`config.mk`:
```
export PLATFORM = sky130hd
export DESIGN_NAME = iob_fp_fpu_sched
export DESIGN_NICKNAME = d
export VERILOG_FILES = /design/src/rtl/iob_fp_fpu_sched.sv
export SDC_FILE = /design/constraint.sdc
export NUM_CORES = 1
export LEC_CHECK = 0
export CORE_MARGIN = 3
export CORE_UTILIZATION = 45
export CTS_CLUSTER_SIZE = 16
export DETAILED_ROUTE_END_ITERATION = 10
export GPL_TIMING_DRIVEN = 1
export PLACE_DENSITY_LB_ADDON = 0.12
export REMOVE_ABC_BUFFERS = 1
export SYNTH_ARGS = -nofsm -noshare
export SYNTH_HDL_FRONTEND = slang
export SYNTH_SLANG_ARGS = --single-unit
```
`constraint.sdc`:
```
create_clock -name clk_i -period 4 [get_ports clk_i]
set_input_delay 0.4 -clock clk_i [delete_from_list [all_inputs] [get_ports clk_i]]
set_output_delay 0.4 -clock clk_i [all_outputs]
set_load 0.01 [all_outputs]
```
`src/rtl/iob_fp_fpu_sched.sv`:
```
// Tagged, queued front-end for a shared FP unit: request FIFO, in-order start/done issue, tagged responses.
// Optional sequenced fused multiply-add (funct 4-7) is enabled by defining FP_FPU_SCHED_FMA_EN.
module iob_fp_fpu_sched #(
    parameter int DATA_W = 32,
    parameter int TAG_W  = 4,
    parameter int DEPTH  = 4
) (
    input  logic                      clk_i,
    input  logic                      arst_n_i,
    input  logic                      req_valid_i,
    output logic                      req_ready_o,
    input  logic [3:0]                req_funct_i,
    input  logic [TAG_W-1:0]          req_tag_i,
    input  logic [DATA_W-1:0]         req_op_a_i,
    input  logic [DATA_W-1:0]         req_op_b_i,
    input  logic [DATA_W-1:0]         req_op_c_i,
    output logic                      unit_start_o,
    output logic [1:0]                unit_funct_o,
    output logic [DATA_W-1:0]         unit_op_a_o,
    output logic [DATA_W-1:0]         unit_op_b_o,
    input  logic                      unit_done_i,
    input  logic [DATA_W-1:0]         unit_res_i,
    output logic                      rsp_valid_o,
    input  logic                      rsp_ready_i,
    output logic [TAG_W-1:0]          rsp_tag_o,
    output logic [DATA_W-1:0]         rsp_res_o,
    output logic                      rsp_err_o,
    output logic                      busy_o,
    output logic [$clog2(DEPTH):0]    level_o
);

    localparam int PTR_W = $clog2(DEPTH);
    localparam int LVL_W = PTR_W + 1;
    localparam logic [LVL_W-1:0] FULL_LVL = LVL_W'(DEPTH);

    localparam logic [1:0] U_ADD = 2'd0;
    localparam logic [1:0] U_SUB = 2'd1;
    localparam logic [1:0] U_MUL = 2'd2;

    typedef enum logic [2:0] {
        IDLE,
        ISSUE,
        WAIT,
        ISSUE2,
        WAIT2,
        RESP
    } state_t;

    typedef struct packed {
        logic [3:0]        funct;
        logic [TAG_W-1:0]  tag;
        logic [DATA_W-1:0] a;
        logic [DATA_W-1:0] b;
`ifdef FP_FPU_SCHED_FMA_EN
        logic [DATA_W-1:0] c;
`endif
    } entry_t;

    entry_t            mem [DEPTH];
    entry_t            in_entry;
    entry_t            head;
    logic [PTR_W-1:0]  wr_ptr;
    logic [PTR_W-1:0]  rd_ptr;
    logic [LVL_W-1:0]  level;
    logic              push;
    logic              pop;
    logic              head_ok;
    state_t            state;
    logic [TAG_W-1:0]  op_tag;

`ifdef FP_FPU_SCHED_FMA_EN
    logic [2:0]        op_funct;
    logic [DATA_W-1:0] op_c;
`else
    logic              unused_op_c;
    assign unused_op_c = ^req_op_c_i;
`endif

    // Ready is forced low while reset is held so every output reads 0 in reset.
    assign req_ready_o = arst_n_i && (level != FULL_LVL);
    assign push        = req_valid_i && req_ready_o;
    assign pop         = (state == IDLE) && (level != '0);
    assign level_o     = level;
    assign busy_o      = (state != IDLE) || (level != '0);
    assign head        = mem[rd_ptr];

    always_comb begin
        in_entry       = '0;
        in_entry.funct = req_funct_i;
        in_entry.tag   = req_tag_i;
        in_entry.a     = req_op_a_i;
        in_entry.b     = req_op_b_i;
`ifdef FP_FPU_SCHED_FMA_EN
        in_entry.c     = req_op_c_i;
        head_ok        = ~head.funct[3];
`else
        head_ok        = (head.funct[3:2] == 2'b00);
`endif
    end

    // NOTE: FIFO storage has no reset; pointers and level define which entries are meaningful.
    always_ff @(posedge clk_i) begin
        if (push) begin
            mem[wr_ptr] <= in_entry;
        end
    end

    // NOTE: all sequential state uses non-blocking assignment so every register sees pre-edge values.
    always_ff @(posedge clk_i or negedge arst_n_i) begin
        if (!arst_n_i) begin
            wr_ptr <= '0;
            rd_ptr <= '0;
            level  <= '0;
        end else begin
            if (push) wr_ptr <= wr_ptr + 1'b1;
            if (pop)  rd_ptr <= rd_ptr + 1'b1;
            case ({push, pop})
                2'b10:   level <= level + 1'b1;
                2'b01:   level <= level - 1'b1;
                default: level <= level;
            endcase
        end
    end

    always_ff @(posedge clk_i or negedge arst_n_i) begin
        if (!arst_n_i) begin
            state        <= IDLE;
            op_tag       <= '0;
            unit_start_o <= 1'b0;
            unit_funct_o <= U_ADD;
            unit_op_a_o  <= '0;
            unit_op_b_o  <= '0;
            rsp_valid_o  <= 1'b0;
            rsp_tag_o    <= '0;
            rsp_res_o    <= '0;
            rsp_err_o    <= 1'b0;
`ifdef FP_FPU_SCHED_FMA_EN
            op_funct     <= '0;
            op_c         <= '0;
`endif
        end else begin
            case (state)
                IDLE: begin
                    if (pop) begin
                        op_tag <= head.tag;
                        if (head_ok) begin
                            state        <= ISSUE;
                            unit_start_o <= 1'b1;
                            unit_funct_o <= head.funct[2] ? U_MUL : head.funct[1:0];
                            unit_op_a_o  <= head.a;
                            unit_op_b_o  <= head.b;
`ifdef FP_FPU_SCHED_FMA_EN
                            op_funct     <= head.funct[2:0];
                            op_c         <= head.c;
`endif
                        end else begin
                            state       <= RESP;
                            rsp_valid_o <= 1'b1;
                            rsp_tag_o   <= head.tag;
                            rsp_res_o   <= '0;
                            rsp_err_o   <= 1'b1;
                        end
                    end
                end
                ISSUE: begin
                    unit_start_o <= 1'b0;
                    state        <= WAIT;
                end
                WAIT: begin
                    if (unit_done_i) begin
`ifdef FP_FPU_SCHED_FMA_EN
                        if (op_funct[2]) begin
                            // Product feeds the second pass; the addend takes operand B.
                            state        <= ISSUE2;
                            unit_start_o <= 1'b1;
                            unit_funct_o <= op_funct[0] ? U_SUB : U_ADD;
                            unit_op_a_o  <= unit_res_i;
                            unit_op_b_o  <= op_c;
                        end else begin
                            state       <= RESP;
                            rsp_valid_o <= 1'b1;
                            rsp_tag_o   <= op_tag;
                            rsp_res_o   <= unit_res_i;
                            rsp_err_o   <= 1'b0;
                        end
`else
                        state       <= RESP;
                        rsp_valid_o <= 1'b1;
                        rsp_tag_o   <= op_tag;
                        rsp_res_o   <= unit_res_i;
                        rsp_err_o   <= 1'b0;
`endif
                    end
                end
`ifdef FP_FPU_SCHED_FMA_EN
                ISSUE2: begin
                    unit_start_o <= 1'b0;
                    state        <= WAIT2;
                end
                WAIT2: begin
                    if (unit_done_i) begin
                        state       <= RESP;
                        rsp_valid_o <= 1'b1;
                        rsp_tag_o   <= op_tag;
                        rsp_res_o   <= unit_res_i ^ {op_funct[1], {(DATA_W-1){1'b0}}};
                        rsp_err_o   <= 1'b0;
                    end
                end
`endif
                RESP: begin
                    if (rsp_ready_i) begin
                        rsp_valid_o <= 1'b0;
                        state       <= IDLE;
                    end
                end
                default: begin
                    unit_start_o <= 1'b0;
                    rsp_valid_o  <= 1'b0;
                    state        <= IDLE;
                end
            endcase
        end
    end

endmodule

```
# [Word-level counts from Yosys, hierarchy flattened]
# Memory sizes are Yosys's and may differ from the RTL's.
# Cells that the tools add are included.
[totals] output_inout_bits=110 n_memories=1 reg_bits=119 word_cells=75 input_bits=141 ramBits=288
[memory_table] memory="mem" depth=4 width=72 read_ports=1 rd_ports_with_merged_regs=0 wr=1 line_no="59" rtl="entry_t mem [DEPTH];"
[classes] n_addsub=4 bitwise_logic=2 reduce_logical=17 mux=27 n_eq_ne=11
[op_table] operator="32-bit two-way mux" n=3
[op_table] operator="32-bit one-hot mux with 2 select lines" n=1
[op_table] operator="3-bit two-way mux" n=4
[op_table] operator="4-bit two-way mux" n=3
[op_table] operator="3-bit one-hot mux with 4 select lines" n=1
[op_table] operator="2-bit != test (second input constant)" n=5
[op_table] operator="1-bit two-way mux" n=9
[op_table] operator="3-bit AND reduction" n=3
[op_table] operator="4-bit one-hot mux with 2 select lines" n=1
[op_table] operator="3-bit one-hot mux with 2 select lines" n=1
[op_table] operator="3-bit nonzero test" n=2
[op_table] operator="5-bit AND reduction" n=1
[op_table] operator="2-bit by 1-bit adder with 2-bit output (second input constant)" n=2
[op_table] operator="1-bit one-hot mux with 2 select lines" n=2
[op_table] operator="1-bit one-hot mux with 4 select lines" n=1
[op_table] operator="4-bit AND reduction" n=1
[op_table] operator="2-bit nonzero test" n=2
[op_table] operator="3-bit by 1-bit adder with 3-bit output (second input constant)" n=1
[op_table] operator="3-bit by 1-bit equality test with 1-bit output (second input constant)" n=1
[op_table] operator="3-bit by 2-bit equality test with 1-bit output (second input constant)" n=1
[op_table] operator="3-bit equality test (second input constant)" n=1
[op_table] operator="1-bit logical AND" n=3
[op_table] operator="3-bit zero test" n=1
[op_table] operator="3-bit != test (second input constant)" n=1
[op_table] operator="9 further kinds" n=10

# [Longest topological paths before layout]
# Gate-level depths: netlist (run 1).
[depth] ltp_word=5 mapped_depth=9 depth_no_buf=9

# [Least setup slack after synthesis (run 1)]
# Ideal clock, no wire load.
[synth_path] path_kind="reg-to-reg" from="register level[0], in the netlist level_o[0]" to="memory mem[0][0] (netlist bit), enable pin" t_arrival_ns=2.871 stages_incl_launch_ff=4 slack_ns=0.690 setup_time_ns=0.439 n_path_buf=0 path_cell_list="dfrtp_1 -> nor2_1 -> a21boi_0 -> and3_1"
[synth_via] elab_chain_cells=5
[synth_lines] element="start: declaration" line_no="64" rtl="logic [LVL_W-1:0] level;"
[synth_lines] element="start signal: assignment" line_no="118" rtl="2'b10: level <= level + 1'b1;"
[synth_lines] element="start signal: assignment" line_no="119" rtl="2'b01: level <= level - 1'b1;"
[synth_lines] element="start signal: assignment" line_no="120" rtl="default: level <= level;"
[synth_lines] element="3-bit != test" line_no="80" rtl="assign req_ready_o = arst_n_i && (level != FULL_LVL);"
[synth_lines] element="1-bit logical AND" line_no="80"
[synth_lines] element="named net req_ready_o" line_no="11" rtl="output logic req_ready_o,"
[synth_lines] element="1-bit logical AND" line_no="81" rtl="assign push = req_valid_i && req_ready_o;"
[synth_lines] element="1-bit two-way mux" line_no="103" rtl="if (push) begin"
[synth_lines] element="1-bit two-way mux (not written as such)" line_no="104" rtl="mem[wr_ptr] <= in_entry;"
[synth_lines] element="end: declaration" line_no="59"
# The timed path passes the listed nets, and every way through them passes these cells.

# [Worst setup path after layout (run 1)]
[layout_path] from="input port arst_n_i" to="output port req_ready_o"
[layout_via] elab_chain_cells=1
[layout_lines] element="start: declaration" line_no="9" rtl="input logic arst_n_i,"
[layout_lines] element="1-bit logical AND" line_no="80"
[layout_lines] element="end: declaration" line_no="11"
# No other way between the ends.

==> impl_metrics.py, run 1 <==
metrics = {
    "status": {
        "status": "finished clean",
    },
    "clock_network": {
        "cts_tree": "built",
        "htreeDepth": 2,
        "cts-buffers-inserted": 43,
        "cts.sinks": 407,
        "clk_pin_slew_worst_paths_ps": 60,
        "cts_root_buffer": "clkbuf_16",
        "ctsLongestPathBuffers": 3,
        "cts_setup_buffers": 0,
        "clkLatencyLatePin_ps": 520,
    },
    "final_layout": {
        "fin_area_um2": 19100,
        "fillers": 2447,
        "drive_above_1_share_pct": 21.7,
        "area_delta_synth_final_pct": 27.2,
        "nets": 1081,
        "final_core_util_pct": 58.3,
    },
    "drt": {
        "post_drt_wl_per_cell_um": 21.6,
        "antenna_left": 0,
        "highest_layer": "met5",
        "initialDrtViolationCount": 331,
        "dr_wl_met3_um": 2270,
        "wl_met2_um": 15300,
        "vias": 7377,
        "vias_per_cell": 5.23,
        "route.detailed.drc": 0,
        "dr.pass1.iters": 4,
        "wirelength_um": 30400,
        "met1Wirelength_um": 12400,
    },
    "worst_setup_path": {
        "path_class": "in2out",
        "required_ps": 3600,
        "endpoint_kind": "primary output",
        "start_kind": "input pin",
        "path_max_fanout": 31,
        "cp.arrival_ps": 2560,
    },
    "floorplanning": {
        "fp.dieArea_um2": 35500,
        "core_um2": 32700,
        "die_x_um": 189,
        "num_rows": 66,
        "start_util_pct": 45.9,
        "fp.dieH_um": 189,
        "ios": 251,
    },
    "synthesis": {
        "yosysUniqueCellTypes": 33,
        "ys_ff_latch": 407,
        "ys_seq_area_share_pct": 77.5,
        "ys.flop_type": "edfxtp_1",
        "ys_warn_count": 0,
        "synth_edf_count": 288,
        "synthesis.area_um2": 15000,
        "syn_area_per_cell_um2": 21.8,
        "netlist_instances": 689,
        "synthArstFlopShare_pct": 29.2,
    },
    "grt": {
        "grt_overflow": 0,
        "antenna_found_initial": 2,
        "grt_pass1_wl_um": 47200,
        "grt_max_degree": 66,
        "grtUsageTotal_pct": 17.2,
        "grt_pass1_vias": 8074,
    },
    "power": {
        "power_leakage_nw": 6.73,
        "power-per-cell-area_nw_per_um2": 731,
        "power_mw": 13.9,
        "vdd_drop_max_uv": 434,
    },
    "placed_design": {
        "io_buffers": 218,
        "post-dp-hpwl_um": 18400,
        "gp_congestion": 0.783,
        "place_area_um2": 17700,
    },
    "sta": {
        "fin_crit_ps": 2960,
        "tightest_slew_ps": 1030,
        "period_share_pct": 74.1,
        "finalSetupViolCount": 0,
        "hold_viol": 0,
        "clock_skew_ps": 9.85,
        "rsz0062_at_grt": "false",
        "slew_viol_final": 0,
        "max-slew-margin-rel_pct": 31.3,
        "maxClockFrequency_ghz": 0.337,
        "whs_ps": 362,
    },
    "min_path": {
        "worstHoldPathType": "in2async",
    },
    "run": {
        "maxCapViolCount": 0,
    },
}
## Yosys cell counts (5+ instances only)
cell type,instances,area (um^2)
edfxtp_1,288,8650
ha_1,5,62.6
mux2_2,58,653
and3_1,5,31.3
buf_1,6,22.5
nor2_1,8,30.0
mux4_2,72,1620
dfrtp_1,119,2980
a22o_1,32,280
o21ai_0,5,25.0
nand2_1,17,63.8
mux2_1,17,191
buf_2,6,30.0
clkbuf_1,13,48.8
## worst max-delay path: stages
cell and delay [ps]:
dlygate4sd3_1 550, buf_6 350, a21boi_0 590, clkdlybuf4s50_1 660
## cell usage in the layout, fill, tap and decap left out, types with 7 or more instances in the layout
cell type	instances
a22o_1	32
clkdlybuf4s50_1	217
nor2_1	8
mux2_2	58
edfxtp_1	288
nand2_1	17
clkinv_2	7
clkbuf_1	16
clkbuf_16	46
mux2_1	17
mux4_2	72
buf_4	9
dfrtp_1	117
## kinds of logic after synthesis
kind of cell,Yosys count,share of synthesized area (%)
xor gates and xnor gates,6,0.350
adders and majority gates,6,0.551
buffers and inverters,36,1.23
muxes,147,16.4
AOI/OAI and AO/OA,43,2.36
DFF,407,77.5
and+or+nand+nor,44,1.53
## final timing paths
kind	start	end	slack (ps)	cells past startpoint
worst max-delay path	arst_n_i	req_ready_o	1040	4
max in group asynchronous	arst_n_i	rd_ptr[1]	2500	3
min in group clk_i	unit_op_a_o[15]	unit_op_a_o[15]	480	1
worst min-delay path	arst_n_i	unit_op_a_o[20]	360	2
worst min register to register	unit_op_a_o[15]	unit_op_a_o[15]	480	1
worst max register to register	rd_ptr[0]	unit_op_a_o[7]	1290	4
## routing by layer
layer,vias up,track usage (%)
met4,4,3.64
met1,3848,22.0
met5,-,0
li1,3270,-
met2,221,29.3
met3,34,5.19
## repair_timing
item / 4_1_cts / 5_1_grt
hold buffers: 1 / 0
endpoints found under the hold margin: 28 / 0
gates resized for setup: 0 / 0
## through the flow
step | TNS [ps] | cells | setup WS [ps]
floorplan | -186660 | 657 | -2400
global placement | 0 | 1330 | 1200
detailed placement | 0 | 1330 | 1140
CTS | 0 | 1409 | 957
global route | 0 | 1409 | 807
finish | 0 | 1410 | 1040
## state kept, by name, summed over array words and instances (netlist names)
| register | count |
|---|---|
| unit_funct_o | 2 |
| wr_ptr | 2 |
| op_tag | 4 |
| mem | 288 |
| unit_op_b_o | 32 |
| rsp_tag_o | 4 |
| rsp_err_o | 1 |
| level_o | 3 |
| rsp_res_o | 32 |
| unit_op_a_o | 32 |
| state | 3 |
| rsp_valid_o | 1 |
| unit_start_o | 1 |
| rd_ptr | 2 |
## final cells by class
| cell class | count | area (um^2) | share of cell area [%] |
|---|---|---|---|
| diodes | 1 | 2.50 | 0.0131 |
| clock buffers | 65 | 1250 | 6.57 |
| clock inverters | 13 | 65.1 | 0.341 |
| inverters | 4 | 15.0 | 0.0787 |
| multi-input cells | 246 | 3200 | 16.8 |
| flip-flops and latches | 407 | 11600 | 61.0 |
| well taps | 442 | 553 | 2.90 |
| repair buffers | 232 | 2340 | 12.3 |
## where the power goes
group          leakage (nW)  switching [mW]  internal (mW)
Combinational          2.01            1.86           2.44
Clock                 0.641            1.50           2.16
Sequential             4.08           0.499           5.48
Total                  6.73            3.86           10.1
Note: power is estimated with default switching activity, not from simulation.
==> inputs of run 2 (changes only) <==
==> constraint.sdc (replaced) <==
create_clock -name clk_i -period 3 [get_ports clk_i]
set_input_delay 0.3 -clock clk_i [delete_from_list [all_inputs] [get_ports clk_i]]
set_output_delay 0.3 -clock clk_i [all_outputs]
set_load 0.01 [all_outputs]
==> run 2 against run 1 <==
  * Cell count increased by 0.43%
  * Die area unchanged
  * Utilization increased by 0.48 points
  * Largest power group unchanged
  * Cell area increased by 0.83%
  * Via count increased by 0.45%
  * Total power increased by 34%
  * Clock skew increased by 14 ps
  * Global-route usage decreased by 0.089 points
  * Sequential cell count unchanged
  * Count of clock-buffer cells in the layout decreased by 5
  * Non-clock buffer count increased by 5
  * Highest routed layer unchanged
  * Clock power increased by 34%
  * Largest cell class unchanged
==> impl_metrics.py, run 2 (synthesis results as in run 1) <==
metrics = {
    "grt": {
        "grtUsageTotal_pct": 17.1,
        "grt.busiest_layer": "met2",
        "grt_pass1_vias": 8174,
        "grt_pass1_wl_um": 47200,
        "use_met1_pct": 21.8,
        "grt_overflow": 0,
        "grt_use_met2_pct": 29.3,
        "grt_max_degree": 120,
        "antenna_found_initial": 1,
        "grtUsageMet3_pct": 5.21,
    },
    "drt": {
        "vias": 7410,
        "initialDrtViolationCount": 376,
        "post_drt_wl_per_cell_um": 21.3,
        "route.detailed.drc": 0,
        "vias_per_cell": 5.23,
        "dr.pass1.iters": 4,
        "wirelength_um": 30200,
        "antenna_left": 0,
    },
    "worst_setup_path": {
        "path_class": "reg2out",
        "path_max_fanout": 6,
        "cp.arrival_ps": 2220,
        "required_ps": 2700,
        "start_kind": "register",
        "timing.rr.start": "rd_ptr[1]",
        "startpoint": "level_o[0]",
        "endpoint_kind": "primary output",
    },
    "placed_design": {
        "io_buffers": 218,
        "dp_slack_ps": 631,
        "post-dp-hpwl_um": 18000,
        "dp.cells": 1335,
        "gp_congestion": 0.781,
        "place_area_um2": 17900,
    },
    "final_layout": {
        "multi_input_comb_area_um2": 3200,
        "fin_area_um2": 19200,
        "nets": 1086,
        "top_register": "mem",
        "final_core_util_pct": 58.8,
        "final_common_cell": "edfxtp_1",
        "drive_above_1_share_pct": 22.3,
        "area_delta_synth_final_pct": 28.2,
        "fin_cells": 1416,
        "diodes": 0,
        "largest_reg_flops": 288,
        "seq_area_um2": 11600,
        "fillers": 2444,
        "mostFrequentLayoutCells": "edfxtp_1, clkdlybuf4s50_1, dfrtp_1",
    },
    "power": {
        "pwr-share-comb_pct": 31.4,
        "power_mw": 18.7,
        "power_switching_mw": 5.21,
        "p_int_mw": 13.5,
        "power-per-cell-area_nw_per_um2": 973,
        "power_leakage_nw": 6.80,
        "power.share.switching_pct": 27.9,
        "p_seq_share_pct": 42.4,
        "pwr-share-clk_pct": 26.2,
        "vdd_drop_max_uv": 487,
    },
    "sta": {
        "period_share_pct": 84.1,
        "maxClockFrequency_ghz": 0.396,
        "hold_viol": 0,
        "whs_ps": 393,
        "finalSetupViolCount": 0,
        "fin_crit_ps": 2520,
        "slew_viol_final": 0,
        "fin_ws_ps": 477,
        "clock_skew_ps": 23.5,
        "rsz0062_at_grt": "false",
        "tightest_slew_ps": 704,
        "max-slew-margin-rel_pct": 53.1,
        "fin_setup_tns_ps": 0,
    },
    "floorplanning": {
        "start_util_pct": 45.9,
        "die_x_um": 189,
        "fp.dieArea_um2": 35500,
        "fp.dieH_um": 189,
        "ios": 251,
        "core_um2": 32700,
        "num_rows": 66,
    },
    "clock_network": {
        "cts_setup_buffers": 0,
        "cts-buffers-inserted": 43,
        "clkLatencyLatePin_ps": 530,
        "clk_pin_slew_worst_paths_ps": 60,
        "cts_tree": "built",
        "htreeDepth": 2,
        "cts_resized": 0,
        "cts.sinks": 407,
        "cts_root_buffer": "clkbuf_16",
        "ctsLongestPathBuffers": 3,
        "cts_hold_buf": 1,
    },
    "status": {
        "status": "finished clean",
    },
    "min_path": {
        "worstHoldPathType": "in2reg",
        "hp-start": "unit_res_i[13]",
    },
    "run": {
        "maxCapViolCount": 0,
    },
}
[run 2: cell count changes in the layout (fill, tap and decap cells not counted), moves of 2 or more]
cell        change
clkbuf_8        +3
clkbuf_16       -2
clkbuf_1        -6
clkinvlp_4      -2
buf_4           -4
buf_12          +9
clkinv_1        +6
[run 2: power groups by stage]
stage	logic (mW)	clock network [mW]	registers, mW
global placement	5.88	0	7.99
detailed placement	5.99	0	8.06
global route	6.34	5.26	8.08
floorplan	2.75	0	8.58
finish	5.87	4.91	7.93
CTS	6.02	5.04	7.96
[run 2: worst paths after layout]
kind / cells past startpoint / end / slack, ps
worst min-delay path: 2 / rsp_res_o[13] / 390
worst max-delay path: 3 / busy_o / 480
worst max register to register: 4 / unit_op_b_o[17] / 710
min in group asynchronous: 3 / rsp_res_o[24] / 510
worst min register to register: 1 / unit_op_a_o[21] / 480
max in group asynchronous: 3 / rd_ptr[0] / 1920
[run 2: final cells by class]
class,instances,share of cell area (%)
clock buffers,60,6.35
clock inverters,20,0.553
inverters,4,0.0781
multi-input cells,246,16.7
flip-flops and latches,407,60.5
well taps,442,2.88
repair buffers,237,13.0
[run 2: metal layers]
metal / share of wire, % / wire length (um)
met1: 42 / 12800
met2: 49 / 14700
met3: 7.3 / 2210
met4: 1.7 / 505
met5: 0.066 / 20
[run 2: worst max-delay path, stage by stage (launching register included)]
cell and delay, ps:
dfrtp_1 450, nor3_1 500, nand3_1 220, clkdlybuf4s50_1 530
